`config.mk`:
```
export PLATFORM = sky130hd
export DESIGN_NAME = io_input_ctl_flat
export DESIGN_NICKNAME = d
export VERILOG_FILES = /design/src/rtl/io_input_ctl_if.sv /design/src/rtl/io_input_ctl.sv /design/src/flat_wrapper.sv
export SDC_FILE = /design/constraint.sdc
export NUM_CORES = 1
export LEC_CHECK = 0
export CORE_UTILIZATION = 42
export DETAILED_ROUTE_END_ITERATION = 10
export GPL_TIMING_DRIVEN = 1
export PLACE_DENSITY = 0.84
export SLEW_MARGIN = 20
export SYNTH_ARGS = -nofsm -noshare
export SYNTH_HDL_FRONTEND = slang
export SYNTH_SLANG_ARGS = --single-unit
```
`constraint.sdc`:
```
create_clock -name clk -period 1.8 [get_ports clk]
set_input_delay 0.27 -clock clk [delete_from_list [all_inputs] [get_ports clk]]
set_output_delay 0.27 -clock clk [all_outputs]
set_load 0.1 [all_outputs]
```
`src/rtl/io_input_ctl_if.sv`:
```
// Processor-side data-memory bus seen by the input controller: address, strobes,
// write data, and the combinational read data / select returned to the read mux.
interface io_input_ctl_if #(
  parameter int DBITS = 16
);
  logic [DBITS-1:0] addr;
  logic             re;
  logic             we;
  logic [DBITS-1:0] din;
  logic [DBITS-1:0] dout;
  logic             sel;

  modport master (output addr, re, we, din, input dout, sel);
  modport slave  (input addr, re, we, din, output dout, sel);
endinterface

```
`src/rtl/io_input_ctl.sv`:
```
// io_input_ctl: synchronizes KEY/SW, debounces them and exposes KDATA/SDATA/KCTRL/SCTRL.
// Define IO_DEBOUNCE_EN for per-bit debounce counters; otherwise bits are only synchronized.
module io_input_ctl #(
  parameter int DBITS           = 16,
  parameter int DEBOUNCE_CYCLES = 500000,
  parameter int CNTBITS         = 20
) (
  input  logic       clk,
  input  logic       rst,
  input  logic [3:0] key,
  input  logic [9:0] sw,
  io_input_ctl_if.slave bus
);
  localparam logic [DBITS-1:0] ADDR_KDATA = DBITS'(16'hFFF0);
  localparam logic [DBITS-1:0] ADDR_SDATA = DBITS'(16'hFFF2);
  localparam logic [DBITS-1:0] ADDR_KCTRL = DBITS'(16'hFFF4);
  localparam logic [DBITS-1:0] ADDR_SCTRL = DBITS'(16'hFFF6);
  // Raw reset level: keys released (high), switches off.
  localparam logic [13:0]      SYNC_RST   = {10'b0, 4'hF};

  if (DEBOUNCE_CYCLES < 1 || (DEBOUNCE_CYCLES >> CNTBITS) != 0) begin : g_bad_cfg
    $error("io_input_ctl: CNTBITS too narrow for DEBOUNCE_CYCLES");
  end

  logic [13:0] sync1_reg;
  logic [13:0] sync2_reg;
  logic [13:0] in_sync;
  logic [13:0] db_vec;
  logic [13:0] upd;
  logic        krdy_reg;
  logic        kovr_reg;
  logic        srdy_reg;
  logic        sovr_reg;

  always_ff @(posedge clk or posedge rst) begin
    if (rst) begin
      sync1_reg <= SYNC_RST;
      sync2_reg <= SYNC_RST;
    end else begin
      sync1_reg <= {sw, key};
      sync2_reg <= sync1_reg;
    end
  end

  // Bits [3:0] become pressed = 1 after the synchronizer.
  assign in_sync = {sync2_reg[13:4], ~sync2_reg[3:0]};

`ifdef IO_DEBOUNCE_EN
  localparam logic [CNTBITS-1:0] CNT_LAST = CNTBITS'(DEBOUNCE_CYCLES - 1);

  genvar gi;
  generate
    for (gi = 0; gi < 14; gi++) begin : g_db
      logic [CNTBITS-1:0] cnt_reg;
      logic               db_reg;

      always_ff @(posedge clk or posedge rst) begin
        if (rst) begin
          cnt_reg <= '0;
          db_reg  <= 1'b0;
        end else if (in_sync[gi] == db_reg) begin
          cnt_reg <= '0;
        end else if (cnt_reg == CNT_LAST) begin
          cnt_reg <= '0;
          db_reg  <= in_sync[gi];
        end else begin
          cnt_reg <= cnt_reg + 1'b1;
        end
      end

      assign db_vec[gi] = db_reg;
      assign upd[gi]    = (in_sync[gi] != db_reg) && (cnt_reg == CNT_LAST);
    end
  endgenerate
`else
  logic [13:0] db_reg;

  always_ff @(posedge clk or posedge rst) begin
    if (rst) db_reg <= '0;
    else     db_reg <= in_sync;
  end

  assign db_vec = db_reg;
  assign upd    = in_sync ^ db_reg;
`endif

  logic key_chg, sw_chg;
  logic k_rd, s_rd, k_ovr_clr, s_ovr_clr;

  assign key_chg   = |upd[3:0];
  assign sw_chg    = |upd[13:4];
  assign k_rd      = bus.re && (bus.addr == ADDR_KDATA);
  assign s_rd      = bus.re && (bus.addr == ADDR_SDATA);
  assign k_ovr_clr = bus.we && (bus.addr == ADDR_KCTRL) && !bus.din[1];
  assign s_ovr_clr = bus.we && (bus.addr == ADDR_SCTRL) && !bus.din[1];

  // A change coinciding with a clearing read counts as consumed-then-new, not an overrun.
  always_ff @(posedge clk or posedge rst) begin
    if (rst) begin
      krdy_reg <= 1'b0;
      kovr_reg <= 1'b0;
      srdy_reg <= 1'b0;
      sovr_reg <= 1'b0;
    end else begin
      krdy_reg <= key_chg | (krdy_reg & ~k_rd);
      kovr_reg <= (key_chg & krdy_reg & ~k_rd) | (kovr_reg & ~k_ovr_clr);
      srdy_reg <= sw_chg | (srdy_reg & ~s_rd);
      sovr_reg <= (sw_chg & srdy_reg & ~s_rd) | (sovr_reg & ~s_ovr_clr);
    end
  end

  always_comb begin
    bus.dout = DBITS'(16'hDEAD);
    bus.sel  = 1'b0;
    case (bus.addr)
      ADDR_KDATA: begin bus.dout = DBITS'(db_vec[3:0]);                bus.sel = 1'b1; end
      ADDR_SDATA: begin bus.dout = DBITS'(db_vec[13:4]);               bus.sel = 1'b1; end
      ADDR_KCTRL: begin bus.dout = DBITS'({kovr_reg, krdy_reg});       bus.sel = 1'b1; end
      ADDR_SCTRL: begin bus.dout = DBITS'({sovr_reg, srdy_reg});       bus.sel = 1'b1; end
      default:    begin bus.dout = DBITS'(16'hDEAD);                   bus.sel = 1'b0; end
    endcase
  end

  wire unused_din = ^{bus.din[DBITS-1:2], bus.din[0]};
endmodule

```
`src/flat_wrapper.sv`:
```
// flat-port wrapper written by rule: the top's interface ports become plain ports
module io_input_ctl_flat 
#(
  parameter int DBITS           = 16,
  parameter int DEBOUNCE_CYCLES = 500000,
  parameter int CNTBITS         = 20
)
  (clk, rst, key, sw, bus_addr, bus_re, bus_we, bus_din, bus_dout, bus_sel);
  io_input_ctl_if #(.DBITS(DBITS)) bus_i ();
  input  logic clk;
  input  logic rst;
  input  logic [3:0] key;
  input  logic [9:0] sw;
  input wire logic [$bits(bus_i.addr)-1:0] bus_addr;
  input wire logic [$bits(bus_i.re)-1:0] bus_re;
  input wire logic [$bits(bus_i.we)-1:0] bus_we;
  input wire logic [$bits(bus_i.din)-1:0] bus_din;
  output wire logic [$bits(bus_i.dout)-1:0] bus_dout;
  output wire logic [$bits(bus_i.sel)-1:0] bus_sel;
  assign bus_i.addr = bus_addr;
  assign bus_i.re = bus_re;
  assign bus_i.we = bus_we;
  assign bus_i.din = bus_din;
  assign bus_dout = bus_i.dout;
  assign bus_sel = bus_i.sel;
  io_input_ctl #(.DBITS(DBITS), .DEBOUNCE_CYCLES(DEBOUNCE_CYCLES), .CNTBITS(CNTBITS)) u_core (.clk(clk), .rst(rst), .key(key), .sw(sw), .bus(bus_i));
endmodule
```
Word level (Yosys, flattened, before mapping). Cells that the tools add are included.

Multipliers: 0. Shift-type cells: 0. Add/sub/neg operators: 0. Equal/unequal tests: 4. Muxes and demuxes: 2. Divide/modulo/power cells: 0. Magnitude comparators: 0. Bitwise gates (word level): 18. Reduce and logical (&&, ||, !) cells: 10.

Operators by type and width (count): $eq 16x16->1 const B (4); $pmux 16 s4 (1); $xor 14x14->14 (1); $reduce_or 10->1 (1); $and 1x1->1 (8); $reduce_or 4->1 (2); $logic_and 1x1->1 (6); $not 1->1 (4); $not 4->4 (1); $or 1x1->1 (4); $logic_not 1->1 (1); $mux 1 (1).

Memories: 0. ROM bits: 0. Latch bits: 0. Bits in registers: 46. Memory bits (writable): 0.

Longest topological paths before layout.
Depth after elaboration: 6. Gate-level depth with buffers: 5. Depth with buffers taken out: 5.

Worst setup path before layout. No wires, ideal clock.

Kind: input to output. Start point: in bus_addr[1]. End point: out bus_dout[2]. Slack: -1133 ps. Arrival: 2663 ps. Stages on the path: 3. Path buffers: 1. Data required time: 1530 ps. Cells stage by stage: buf_2 -> mux2i_1 -> o21ai_0.

Word-level cells in the longest chain between the ends: 2. Elaborated cells on any way between the ends: 5. Classes of those cells: eq/ne (4); mux (1).

Ends and longest elaborated chain: start: declaration (RTL line flat_wrapper.sv:14) `input wire logic [$bits(bus_i.addr)-1:0] bus_addr;`; $eq 16x16->1 (RTL line io_input_ctl.sv:115) `case (bus.addr)`; $pmux 16 s4 * (RTL line io_input_ctl.sv:115); end: declaration (RTL line flat_wrapper.sv:18) `output wire logic [$bits(bus_i.dout)-1:0] bus_dout;`.

Every way passes the cells marked *; elsewhere a longest branch is shown, timed or not.

Worst setup path after layout.
Start point: reg u_core.krdy_reg. End point: out bus_dout[0].

Word-level cells in the longest chain between the ends: 1.

Ends and longest elaborated chain: start: declaration (RTL line io_input_ctl.sv:30) `logic krdy_reg;`; start signal: assignment (RTL line io_input_ctl.sv:105) `krdy_reg <= key_chg | (krdy_reg & ~k_rd);`; $pmux 16 s4 (RTL line io_input_ctl.sv:115).

Every way passes these cells.

==> out/metrics.cfg <==
[setup_path]
reg2reg_to = u_core.sovr_reg$_DFF_PP0_
cp_cell_sequence = mux4_2 > nand2b_4 > buf_12
critPathArrivalTime_ps = 1500
worstSetupPathType = flop to output port
startpoint = u_core.krdy_reg$_DFF_PP0_
crit_path_end = bus_dout[0]
crit_path_start_kind = flop
cp_max_fo = 3
critical-path-slowest-cell = mux4_2
ff2ff_setup_slack_ps = 350
r2r_start = u_core.db_reg[5]$_DFF_PP0_
cpPeakStageDelay_ps = 480
end_kind = output port
rr_worst_depth = 5
cp_data_required_time_ps = 1530

[status]
outcome = finished clean

[floorplan]
die_w_um = 64.5
rows = 22
pin_count = 67
start_util_pct = 44.2
coreArea_um2 = 3720
die_area_um2 = 4170
die_h_um = 64.5

[place]
numPortBuffers = 50
placedCellCount = 215
gp_congestion = 0.736
dp_hpwl_mm = 2.53

[synthesis]
ys_seq_elements = 46
syn_area_um2 = 1640
synthCells = 114
synth-seq-area-share_pct = 70.7
yosysUniqueCellTypes = 26
syn-num-nets = 164
syn_avg_cell_area_um2 = 14.4
synth_flop_cell = dfrtp_1
yosysWarnings = 0
synth_edf_count = 0
async_reset_ff_share_pct = 100

[layout]
nNetsFinal = 228
antennaDiodeCount = 0
final_common_cell = dfrtp_1
stdcell_count = 227
drive_above_1_share_pct = 35.2
areaGrowthSynthToFinish_pct = 55.7
layout_common_cells = 38 x dfrtp_1, 18 x clkdlybuf4s50_1, 16 x buf_12, 11 x buf_4, 9 x dlygate4sd2_1

[routing]
via_count = 1070
avgViaCountPerCell = 4.71
drt-initial-drc-count = 18
wire_per_inst_um = 14.5
antenna_left = 0
firstDrtPassIters = 4
drc = 0
routed_wl_mm = 3.29

[timing]
rsz0062_at_grt = true
fmaxAchievable_mhz = 564
setup_viol = 0
tightest_slew_ps = 601
finalMaxSlewViolations = 0
fin_setup_tns_ps = 0
hold_viol_final = 0
finalWorstPathRequiredPeriod_ps = 1770
fin_skew_ps = 6.36
period_share_pct = 98.5
relSlewSlack_pct = 59.7

[clock_tree]
cts_root_buf = clkbuf_8
clk_pin_slew_worst_paths_ps = 80
cts_buffers = 5
ctsHoldBuffers = 0
htree_levels = 2
clkSinkCount = 46
cts_buffer_depth = 2
tritoncts = yes
clk-insertion-delay-late_ps = 290

[pwr]
irDropWorstVdd_mv = 0.722
switching_share_pct = 21.3
power_frac_comb_pct = 9.0
p_clk_share_pct = 32.2
leakage_nw = 1.14
intPower_mw = 1.49
seqPwrFrac_pct = 58.8
power_density_nw_per_um2 = 742
p_sw_mw = 0.404

[hold_path]
hold_path_class = input pin to async pin

[grt]
overflow = 0
antenna_found_initial = 0
grt_max_degree = 19
grtUsageTotal_pct = 18.2
grt_pass1_wl_mm = 5.43
first_global_vias = 1196

[flow_run]
max_cap_violations = 0

## area by class of cell
cell class | instances | area, um^2
sequential | 46 | 1160
fill | 256 | 1160
timing repair buffer | 64 | 757
multi-input combinational | 53 | 459
clock buffer | 7 | 86.3
tap | 48 | 60.1
inverter | 8 | 30.0
clock inverter | 1 | 5.00
## cell usage after synthesis, types with 3 or more instances
cell / instances / area share, %
nand2_1: 9 / 2.1
o21ai_0: 4 / 1.2
nand4_1: 6 / 2.3
dfstp_2: 8 / 13
inv_1: 7 / 1.6
dfrtp_1: 38 / 58
xor2_1: 6 / 3.2
buf_4: 5 / 2.3
xnor2_1: 8 / 4.3
and3_1: 3 / 1.1
## per-stage QoR
step | worst slack [ps] | power, mW | cell area (um^2) | utilization [%] | hold slack (ps)
6_report | 27.0 | 1.90 | 2560 | 68.9 | 285
5_1_grt | -17.4 | 2.00 | 2560 | 68.9 | 316
4_1_cts | 1.36 | 1.92 | 2530 | 68.1 | 285
3_5_place_dp | -306 | 1.31 | 2430 | 65.3 | 335
3_3_place_gp | -260 | 1.30 | 2430 | 65.3 | 333
2_1_floorplan | -38.9 | 1.20 | 1690 | - | 274
## layer usage
metal	global-route usage (%)	up-vias	routed length, um
met5	0	-	0
met2	30.8	57	1670
met4	12.2	0	133
li1	-	494	-
met1	18.6	506	1210
met3	6.87	13	274
## logic make-up (layout without fill, tap and decap cells)
kind of cell           count (synthesis)  in the layout  share of synthesized area, %
multiplexers                           4              4                          3.96
buffers and inverters                 15             80                          4.72
AO/OA/AOI/OAI                          8              8                          2.89
AND/OR/NAND/NOR                       26             26                          10.1
flip-flops                            46             46                          70.7
other                                  1              1                         0.228
XOR/XNOR                              14             14                          7.46
## power by group through the flow
stage | registers [mW] | logic (mW) | clock network (mW)
detailed placement | 1.14 | 0.175 | 0
global placement | 1.13 | 0.169 | 0
finish | 1.12 | 0.171 | 0.611
global route | 1.12 | 0.186 | 0.697
floorplan | 1.13 | 0.0752 | 0
CTS | 1.12 | 0.167 | 0.639
## worst max-delay path: cells and delay by family (launching register included)
| family | cells | cell delay [ps] |
|---|---|---|
| buffers and inverters | 1 | 160 |
| muxes | 1 | 480 |
| DFF | 1 | 410 |
| and+or+nand+nor | 1 | 160 |
## worst min-delay path by stage
stage / from / cells after the start / to
after floorplan: key[0] / 0 / u_core.sync1_reg[0]$_DFF_PP1_
after global placement: u_core.sync1_reg[10]$_DFF_PP0_ / 0 / u_core.sync2_reg[10]$_DFF_PP0_
after detailed placement: u_core.sync1_reg[13]$_DFF_PP0_ / 0 / u_core.sync2_reg[13]$_DFF_PP0_
after CTS: rst / 2 / u_core.db_reg[2]$_DFF_PP0_
after global routing: rst / 2 / u_core.db_reg[3]$_DFF_PP0_
final: rst / 2 / u_core.db_reg[3]$_DFF_PP0_
## repair_timing
item,CTS,global route
buffers inserted,0,4
pin swaps,5,4
setup endpoints to repair,17,10
gates resized for setup,21,11
Power figures use the tool's default switching activity.
